**src/rtl/seg_ctrl_pkg.sv**
```systemverilog
// Shared opcodes, FSM state type and status-byte layout for segment_cmd_controller.
package seg_ctrl_pkg;

  localparam logic [7:0] OP_WRITE_SEG   = 8'h01;
  localparam logic [7:0] OP_SET_BLINK   = 8'h02;
  localparam logic [7:0] OP_READ_STATUS = 8'h03;

  typedef enum logic {
    IDLE     = 1'b0,
    GET_DATA = 1'b1
  } state_t;

  // Status byte layout; blink code occupies bits [3:0]
  localparam int ST_ERR   = 7;
  localparam int ST_ABORT = 6;
  localparam int ST_BUSY  = 5;
  localparam int ST_PHASE = 4;

  function automatic logic [7:0] status_byte(input logic       err,
                                             input logic       abort,
                                             input logic       phase,
                                             input logic       busy,
                                             input logic [3:0] code);
    logic [7:0] s;
    s           = {4'h0, code};
    s[ST_ERR]   = err;
    s[ST_ABORT] = abort;
    s[ST_PHASE] = phase;
    s[ST_BUSY]  = busy;
    return s;
  endfunction

endpackage

```
**src/rtl/blink_timer.sv**
```systemverilog
// Free-running prescaler plus tick counter; phase toggles every blink_code ticks
// and is held high while blink_code is zero. restart re-arms count and phase.
module blink_timer #(
  parameter int BLINK_DIV_W = 16
) (
  input  logic       clk,
  input  logic       rst_n,
  input  logic [3:0] blink_code,
  input  logic       restart,
  output logic       phase
);

  logic [BLINK_DIV_W-1:0] r_prescaler;
  logic [3:0]             r_count;
  logic                   r_phase;
  logic                   w_tick;

  // Tick on the cycle the prescaler wraps back to zero
  assign w_tick = &r_prescaler;
  assign phase  = r_phase;

  always_ff @(posedge clk) begin
    if (!rst_n) begin
      r_prescaler <= '0;
      r_count     <= 4'd0;
      r_phase     <= 1'b1;
    end else begin
      r_prescaler <= r_prescaler + BLINK_DIV_W'(1);
      if (restart || (blink_code == 4'd0)) begin
        r_count <= 4'd0;
        r_phase <= 1'b1;
      end else if (w_tick) begin
        if (r_count == (blink_code - 4'd1)) begin
          r_count <= 4'd0;
          r_phase <= ~r_phase;
        end else begin
          r_count <= r_count + 4'd1;
        end
      end
    end
  end

endmodule

```
**src/rtl/segment_cmd_controller.sv**
```systemverilog
// SPI command sequencer driving a blinking 7-segment register and returning a status byte.
// Define SEG_ACTIVE_LOW_EN for common-anode displays (seg_out inverted, 0xFF when blank).
module segment_cmd_controller
  import seg_ctrl_pkg::*;
#(
  parameter int BLINK_DIV_W = 16
) (
  input  logic       clk,
  input  logic       rst_n,
  input  logic       rx_valid,
  input  logic [7:0] rx_data,
  input  logic       cs_active,
  output logic       tx_load,
  output logic [7:0] tx_data,
  output logic [7:0] seg_out,
  output logic       busy
);

`ifdef SEG_ACTIVE_LOW_EN
  localparam logic [7:0] SEG_POL = 8'hFF;
`else
  localparam logic [7:0] SEG_POL = 8'h00;
`endif

  state_t     r_state;
  logic [7:0] r_opcode;
  logic [7:0] r_seg_reg;
  logic [3:0] r_blink_code;
  logic       r_err;
  logic       r_abort;
  logic       r_tx_load;
  logic [7:0] r_tx_data;
  logic [7:0] r_seg_out;
  logic       r_busy;

  logic       w_phase;
  logic       w_frame_byte;
  logic       w_exec;
  logic       w_set_seg;
  logic       w_restart;
  logic [7:0] w_seg_nxt;
  logic [7:0] w_seg_vis;

  assign w_frame_byte = rx_valid && cs_active;
  assign w_exec       = (r_state == GET_DATA) && w_frame_byte;
  assign w_set_seg    = w_exec && (r_opcode == OP_WRITE_SEG);
  assign w_restart    = w_exec && (r_opcode == OP_SET_BLINK);
  // Use the incoming data byte so seg_out follows the write by one cycle
  assign w_seg_nxt    = w_set_seg ? rx_data : r_seg_reg;
  assign w_seg_vis    = w_phase ? w_seg_nxt : 8'h00;

  blink_timer #(
    .BLINK_DIV_W(BLINK_DIV_W)
  ) u_blink_timer (
    .clk       (clk),
    .rst_n     (rst_n),
    .blink_code(r_blink_code),
    .restart   (w_restart),
    .phase     (w_phase)
  );

  always_ff @(posedge clk) begin
    if (!rst_n) begin
      r_state      <= IDLE;
      r_opcode     <= 8'h00;
      r_seg_reg    <= 8'h00;
      r_blink_code <= 4'd0;
      r_err        <= 1'b0;
      r_abort      <= 1'b0;
      r_tx_load    <= 1'b0;
      r_tx_data    <= 8'h00;
      r_seg_out    <= SEG_POL;
      r_busy       <= 1'b0;
    end else begin
      r_tx_load <= 1'b0;
      r_seg_out <= w_seg_vis ^ SEG_POL;
      case (r_state)
        IDLE: begin
          if (w_frame_byte) begin
            if ((rx_data == OP_WRITE_SEG) || (rx_data == OP_SET_BLINK)) begin
              r_opcode <= rx_data;
              r_state  <= GET_DATA;
              r_busy   <= 1'b1;
            end else if (rx_data == OP_READ_STATUS) begin
              r_tx_load <= 1'b1;
              r_tx_data <= status_byte(r_err, r_abort, w_phase, r_busy, r_blink_code);
              r_err     <= 1'b0;
              r_abort   <= 1'b0;
            end else begin
              r_err <= 1'b1;
            end
          end
        end
        GET_DATA: begin
          if (!cs_active) begin
            r_abort <= 1'b1;
            r_state <= IDLE;
            r_busy  <= 1'b0;
          end else if (rx_valid) begin
            if (w_set_seg) r_seg_reg <= rx_data;
            if (w_restart) r_blink_code <= rx_data[3:0];
            r_state <= IDLE;
            r_busy  <= 1'b0;
          end
        end
      endcase
    end
  end

  assign tx_load = r_tx_load;
  assign tx_data = r_tx_data;
  assign seg_out = r_seg_out;
  assign busy    = r_busy;

endmodule
```
**config.mk**
```make
export PLATFORM = sky130hd
export DESIGN_NAME = segment_cmd_controller
export DESIGN_NICKNAME = d
export VERILOG_FILES = /design/src/rtl/seg_ctrl_pkg.sv /design/src/rtl/blink_timer.sv /design/src/rtl/segment_cmd_controller.sv
export SDC_FILE = /design/constraint.sdc
export NUM_CORES = 1
export LEC_CHECK = 0
export BUFFER_PORTS_ARGS = -buffer_cell sky130_fd_sc_hd__buf_2
export CORE_MARGIN = 5
export CORE_UTILIZATION = 41
export CTS_BUF_LIST = sky130_fd_sc_hd__clkbuf_4 sky130_fd_sc_hd__clkbuf_8
export DETAILED_ROUTE_END_ITERATION = 10
export HOLD_SLACK_MARGIN = 0.15
export PLACE_DENSITY = 0.65
export SKIP_LAST_GASP = 1
export SLEW_MARGIN = 25
export SYNTH_ARGS = -nofsm -noshare
export SYNTH_HDL_FRONTEND = slang
export SYNTH_HIERARCHICAL = 1
export SYNTH_SLANG_ARGS = --single-unit
```
**constraint.sdc**
```tcl
create_clock -name clk -period 2.9 [get_ports clk]
set_clock_uncertainty 0.15 [all_clocks]
set_input_delay 0.29 -clock clk [delete_from_list [all_inputs] [get_ports clk]]
set_output_delay 0.29 -clock clk [all_outputs]
set_load 0.03 [all_outputs]
```
# Yosys cells after proc, flatten, opt, wreduce, memory -nomap -nowiden
# Index checks and enable logic that the tools add are counted.
[totals] ff_bits=62 in_bits=12 out_inout_bits=18 wordCells=71
[classes] addsub=3 eq_ne=12 muxes=19 n_bitwise=5 reduce_logical=19
[op_table] op="$eq A8 B2 Y1 const B" count=3
[op_table] op="$reduce_and A17 Y1" count=1
[op_table] op="$add A16 B1 Y16 const B" count=1
[op_table] op="$eq A8 B1 Y1 const B" count=2
[op_table] op="$reduce_and A16 Y1" count=1
[op_table] op="$mux W1" count=14
[op_table] op="$reduce_and A3 Y1" count=4
[op_table] op="$reduce_and A4 Y1" count=3
[op_table] op="$ne A2 B2 Y1 const B" count=5
[op_table] op="$mux W8" count=1
[op_table] op="$pmux W1 S2" count=3
[op_table] op="$not A1 Y1" count=5
[op_table] op="$add A4 B1 Y4 const B" count=1
[op_table] op="$eq A4 B4 Y1" count=1
[op_table] op="$logic_and A1 B1 Y1" count=4
[op_table] op="$logic_not A4 Y1" count=1
[op_table] op="$mux W4" count=1
[op_table] op="$reduce_or A4 Y1" count=1
[op_table] op="$sub A4 B1 Y4 const B" count=1
[op_table] op="$ne A3 B3 Y1 const B" count=1
[op_table] op="$logic_or A1 B1 Y1" count=2
[op_table] op="$reduce_and A2 Y1" count=1
[op_table] op="$reduce_or A2 Y1" count=1

# Depth between registers and ports, before layout
[depth] ltp_word=5 ltp_mapped=7 depth_no_buf=7

# Cells and area by module
# The synthesis kept the hierarchy.
[by_module_without_submodules] module="segment_cmd_controller" instances=1 cells_per_inst=182 area_per_inst_um2=1707.9 seq_area_each_um2=820.8
[by_module_without_submodules] module="blink_timer" instances=1 cells_per_inst=111 area_per_inst_um2=1089.8 seq_area_each_um2=420.4

# Least setup slack after synthesis
# OpenSTA, ideal clock, no wires.
[synth_timing] path_type="reg-to-reg" from="register r_state" to="register u_blink_timer.r_count[3]" setup_time_ns=0.059 arrival_time_ns=1.851 required_ns=2.691 setup_slack_ns=0.841 stages_incl_launch_ff=8 path_buffers=0 period_less_slack_ns=2.059 cell_sequence="dfxtp_1 -> or4b_4 -> nor2_1 -> and4b_1 -> or3b_2 -> or3_1 -> nor3_1 -> a311o_2"
[synth_via] elab_chain_len=4
[synth_lines] element="start: declaration" line_no="segment_cmd_controller.sv:25" rtl="state_t r_state;"
[synth_lines] element="start signal: assignment" line_no="segment_cmd_controller.sv:64" rtl="r_state <= IDLE;"
[synth_lines] element="start signal: assignment" line_no="segment_cmd_controller.sv:82" rtl="r_state <= GET_DATA;"
[synth_lines] element="start signal: assignment" line_no="segment_cmd_controller.sv:97" rtl="r_state <= IDLE;"
[synth_lines] element="$logic_and A1 B1 Y1" line_no="segment_cmd_controller.sv:45" rtl="assign w_exec = (r_state == GET_DATA) && w_frame_byte;"
[synth_lines] element="$logic_and A1 B1 Y1" line_no="segment_cmd_controller.sv:47" rtl="assign w_restart = w_exec && (r_opcode == OP_SET_BLINK);"
[synth_lines] element="via w_restart" line_no="segment_cmd_controller.sv:40" rtl="logic w_restart;"
[synth_lines] element="$logic_or A1 B1 Y1" line_no="blink_timer.sv:29" rtl="if (restart || (blink_code == 4'd0)) begin"
[synth_lines] element="$reduce_or A2 Y1 (no source line)"
[synth_lines] element="end signal: assignment" line_no="blink_timer.sv:37" rtl="r_count <= r_count + 4'd1;"
[synth_lines] element="end: declaration" line_no="blink_timer.sv:14" rtl="logic [3:0] r_count;"
# The timed path passes the listed nets, and every way through them passes these cells.
# A chain may end at the register's enable or synchronous reset.

# Worst setup path after layout
[layout_timing] from="input cs_active" to="register u_blink_timer.r_count[3]"
[layout_via] elab_chain_len=5
[layout_lines] element="start: declaration" line_no="segment_cmd_controller.sv:12" rtl="input logic cs_active,"
[layout_lines] element="$logic_and A1 B1 Y1" line_no="segment_cmd_controller.sv:44" rtl="assign w_frame_byte = rx_valid && cs_active;"
[layout_lines] element="$logic_and A1 B1 Y1" line_no="segment_cmd_controller.sv:45"
[layout_lines] element="$logic_and A1 B1 Y1" line_no="segment_cmd_controller.sv:47"
[layout_lines] element="via w_restart" line_no="segment_cmd_controller.sv:40"
[layout_lines] element="$logic_or A1 B1 Y1" line_no="blink_timer.sv:29"
[layout_lines] element="$reduce_or A2 Y1 (no source line)"
# The timed path passes the listed nets, and every way through them passes these cells.

==> results by stage <==
Pwr:
- The static power due to leakage is 1.33 nW.
- The internal power of the cells is 1.40 mW.
- The clock network fraction of design power is ~48%.
- VDD sags by at most 0.212 mV.
- The proportion of total power due to net switching is 22.6%.
- The part of the power in combinational logic is 4.0%.
- The power density relative to cell area is 540 mW/mm².
- In this run, flip-flops and latches consume 47.7% of the power.
- The switching power total is 0.409 mW.

Global route:
- Entering global routing, the biggest net connects 24 pins.
- Global routing finished with a remaining overflow of 0.
- The via count of the first global-routing pass was 1996.
- The initial antenna violation count is 0.
- The first global-routing pass estimated between 9 and 10 mm of wire.
- The total routing usage reported by global routing is between 10 and 15%.

STA:
- The final number of setup-violating endpoints is 0.
- After layout, the worst path uses 82.5% of the clock period.
- The hold violation total from the final report came to 0.
- The worst relative slew slack is 52.8%.
- Setup repair after global routing left no endpoint under its margin.
- The tightest hold margin is between 0.2 and 0.25 ns.
- The number of max-slew violations in the final report is 0.
- The total negative setup slack is 0 ns.
- The final worst-path setup slack is 0.509 ns.
- The slew of the pin with the lowest slew margin is 0.702 ns.
- Counting I/O delays and the setup requirement, the final critical path takes 2.39 ns.
- The fmax is 418 MHz.

Detailed routing:
- The via count normalized by instance count is around 5.0.
- The count of nets left with antenna violations once routing finished came out at 0.
- Wires add up to roughly 5.4 mm.
- The first detailed-routing pass ran for 4 iterations.
- In this run, the number of DRC markers left after iteration 0 of detailed routing was 80.
- The number of remaining DRC errors is 0.
- The via count is about 2100.
- After detailed routing, the average wire length per cell comes to 12.8 µm.

Placed design:
- After legalization and detailed placement, the total HPWL measured roughly 3.6 mm.
- The congestion estimate from routability-driven global placement came to 0.755.
- Prior to clock tree synthesis, the placed netlist has a worst setup slack of 0.705 ns.
- Once placement finished, the instance area stood at 0.00302 mm².
- Port buffering added 29 buffers.

Yosys:
- The flip-flop and latch count after synthesis is 62.
- Of the synthesized area, sequential elements account for 44.4%.
- Synthesis produced a netlist with a net count of 308.
- The average instance in the mapped netlist occupies 9.55 µm².
- The netlist area before placement is ~0.0028 mm².
- The post-synthesis instance total is between 200 and 300.
- The number of enable flip-flop cells after synthesis is 0.
- The most used flip-flop cell after synthesis is dfxtp_1.
- The async set-reset flop share out of synthesis is 0%.
- For this run, the number of Yosys warnings is 6.
- The netlist uses 48 different library cells.

Worst setup path:
- The critical path in this run is classified as input pin to flip-flop.
- In this design, the stage delay of the slowest critical-path cell is 0.53 ns.
- Walking the worst path, the cells encountered are dlygate4sd3_1 > buf_2 > nand2_1 > nor2_1 > and4b_1 > or3b_2 > or3_1 > nor3_1 > a311o_2.
- The worst setup path is launched from an input pin.
- Along the worst path, the maximum fanout reaches 5.
- Data arrives at the worst endpoint at 2.53 ns.
- The nature of the critical path endpoint is a flip-flop.
- The critical path data required time is 3.04 ns.
- The cell type of the slowest stage on the worst timing path is or3b_2.

Die:
- 30 I/O pins were placed.
- The effective utilization at floorplan is about two fifths.
- The floorplan core area is 0.00672 mm².
- The floorplan step defined a die boundary enclosing 0.00858 mm².
- The floorplan has 30 rows.
- The die is between 90 and 100 µm tall.
- The floorplan step set the die width to 92.6 µm.

Cells and area:
- The register with the most flip-flops in the layout has 16 of them.
- The antenna cell count is 0.
- The largest register by flop count is u_blink_timer/r_prescaler.
- The total number of nets in the final design is 349.
- In the layout the commonest cells are 62 x dfxtp_1, 56 x nand2_1, 29 x buf_2.
- Leaving out fill and tap cells, the most frequent cell in the layout is dfxtp_1.
- Summing all non-filler instances in the final layout gives an area of 0.00335 mm².
- Compared with the post-synthesis result, the final layout area differs by 19.6%.
- The share of final-layout standard cells stronger than drive strength 1 is 19.2%.

CTS:
- Clock-pin slew was measured on the worst setup and hold paths at ~0.07 ns.
- After clock tree synthesis, the setup repair step added 0 buffers.
- CTS built an H-tree with a depth of 3.
- The TritonCTS clock tree is yes.
- The clock reaches the later pin of the worst-skew pair after 0.34 ns.
- The number of hold buffers added after CTS was 10.
- The number of gates resized after CTS was 0.
- The tree is rooted in a clkbuf_8.
- The worst-case clock buffer depth is 2.
- For this design, the sink count on the clock tree is 62.
- Clock tree synthesis inserted a total of 9 buffers.

Worst hold path:
- The path class of the tightest hold or removal check is input pin to flip-flop.

Outcome:
- The run finished with clean final reports.

Flow run:
- The tool flagged a number of max-cap violations equal to 0.
==> routing by layer <==
metal	part of all wire [%]	GRT usage, %	vias up
met5	0	0	-
met3	3.0	3.74	11
li1	-	-	1091
met2	44	20.2	31
met1	52	18.7	959
met4	1.9	7.05	0
==> metrics by stage <==
stage / util, % / cells / power (mW)
after floorplan: - / 293 / 0.921
after global placement: 44.9 / 393 / 0.943
after detailed placement: 44.9 / 393 / 0.944
after CTS: 49.8 / 419 / 1.82
after global routing: 49.8 / 419 / 1.89
final: 49.8 / 419 / 1.81
==> Yosys cell counts (2+ instances only) <==
cell / count / area (µm²)
xor2_1: 6 / 52.6
o21ai_0: 3 / 15.0
nor3b_1: 2 / 15.0
or3_1: 2 / 12.5
or3b_2: 2 / 17.5
a311o_2: 2 / 22.5
ha_1: 3 / 37.5
dfxtp_1: 62 / 1240
nand2_1: 56 / 210
and3_2: 2 / 15.0
a21oi_1: 3 / 15.0
nand3_1: 9 / 45.0
o311ai_0: 2 / 17.5
mux2i_1: 28 / 280
nand3b_1: 3 / 22.5
a211oi_1: 2 / 15.0
xnor2_1: 15 / 131
nor2_1: 6 / 22.5
o211ai_1: 2 / 15.0
nor3_1: 4 / 20.0
and2_1: 26 / 163
inv_1: 7 / 26.3
nor4_4: 3 / 63.8
nand4_1: 4 / 25.0
and3b_1: 3 / 26.3
and4_1: 2 / 17.5
and3_1: 3 / 18.8
clkbuf_1: 11 / 41.3
==> critical path, delay by kind of cell <==
| kind | cells | cell delay, ns |
|---|---|---|
| and+or+nand+nor | 6 | 1.45 |
| buffers and inverters | 2 | 0.66 |
| AOI/OAI and AO/OA | 1 | 0.12 |
==> power by group through the flow <==
stage                     registers, mW  logic [mW]  clock network (mW)
after floorplan                   0.880      0.0410                   0
after CTS                         0.862      0.0721               0.887
after global placement            0.881      0.0612                   0
final                             0.862      0.0715               0.874
after global routing              0.862      0.0819               0.945
after detailed placement          0.882      0.0621                   0
==> path summary, 6_finish.rpt <==
| path | from | to | slack, ns | cells past startpoint |
|---|---|---|---|---|
| max | cs_active | u_blink_timer/r_count[3] | 0.51 | 9 |
| min | rx_valid | busy | 0.21 | 3 |
| max reg2reg | r_state | u_blink_timer/r_count[3] | 0.71 | 7 |
| min reg2reg | r_seg_reg[2] | seg_out[2] | 0.30 | 2 |
==> cell type report <==
class | count | area (µm²)
timing repair buffer | 43 | 275
sequential | 62 | 1240
fill | 646 | 3370
multi-input combinational | 211 | 1470
tap | 80 | 100
clock buffer | 10 | 138
inverter | 7 | 26.3
clock inverter | 6 | 93.8
==> cell families after synthesis <==
family / share of synthesized area [%]
buffers and inverters: 3.00
DFF: 44.4
xor gates and xnor gates: 6.57
and+or+nand+nor: 29.9
muxes: 10.0
AOI/OAI and AO/OA: 4.79
adders and majority gates: 1.34
Note: power is estimated with default switching activity, not from simulation.
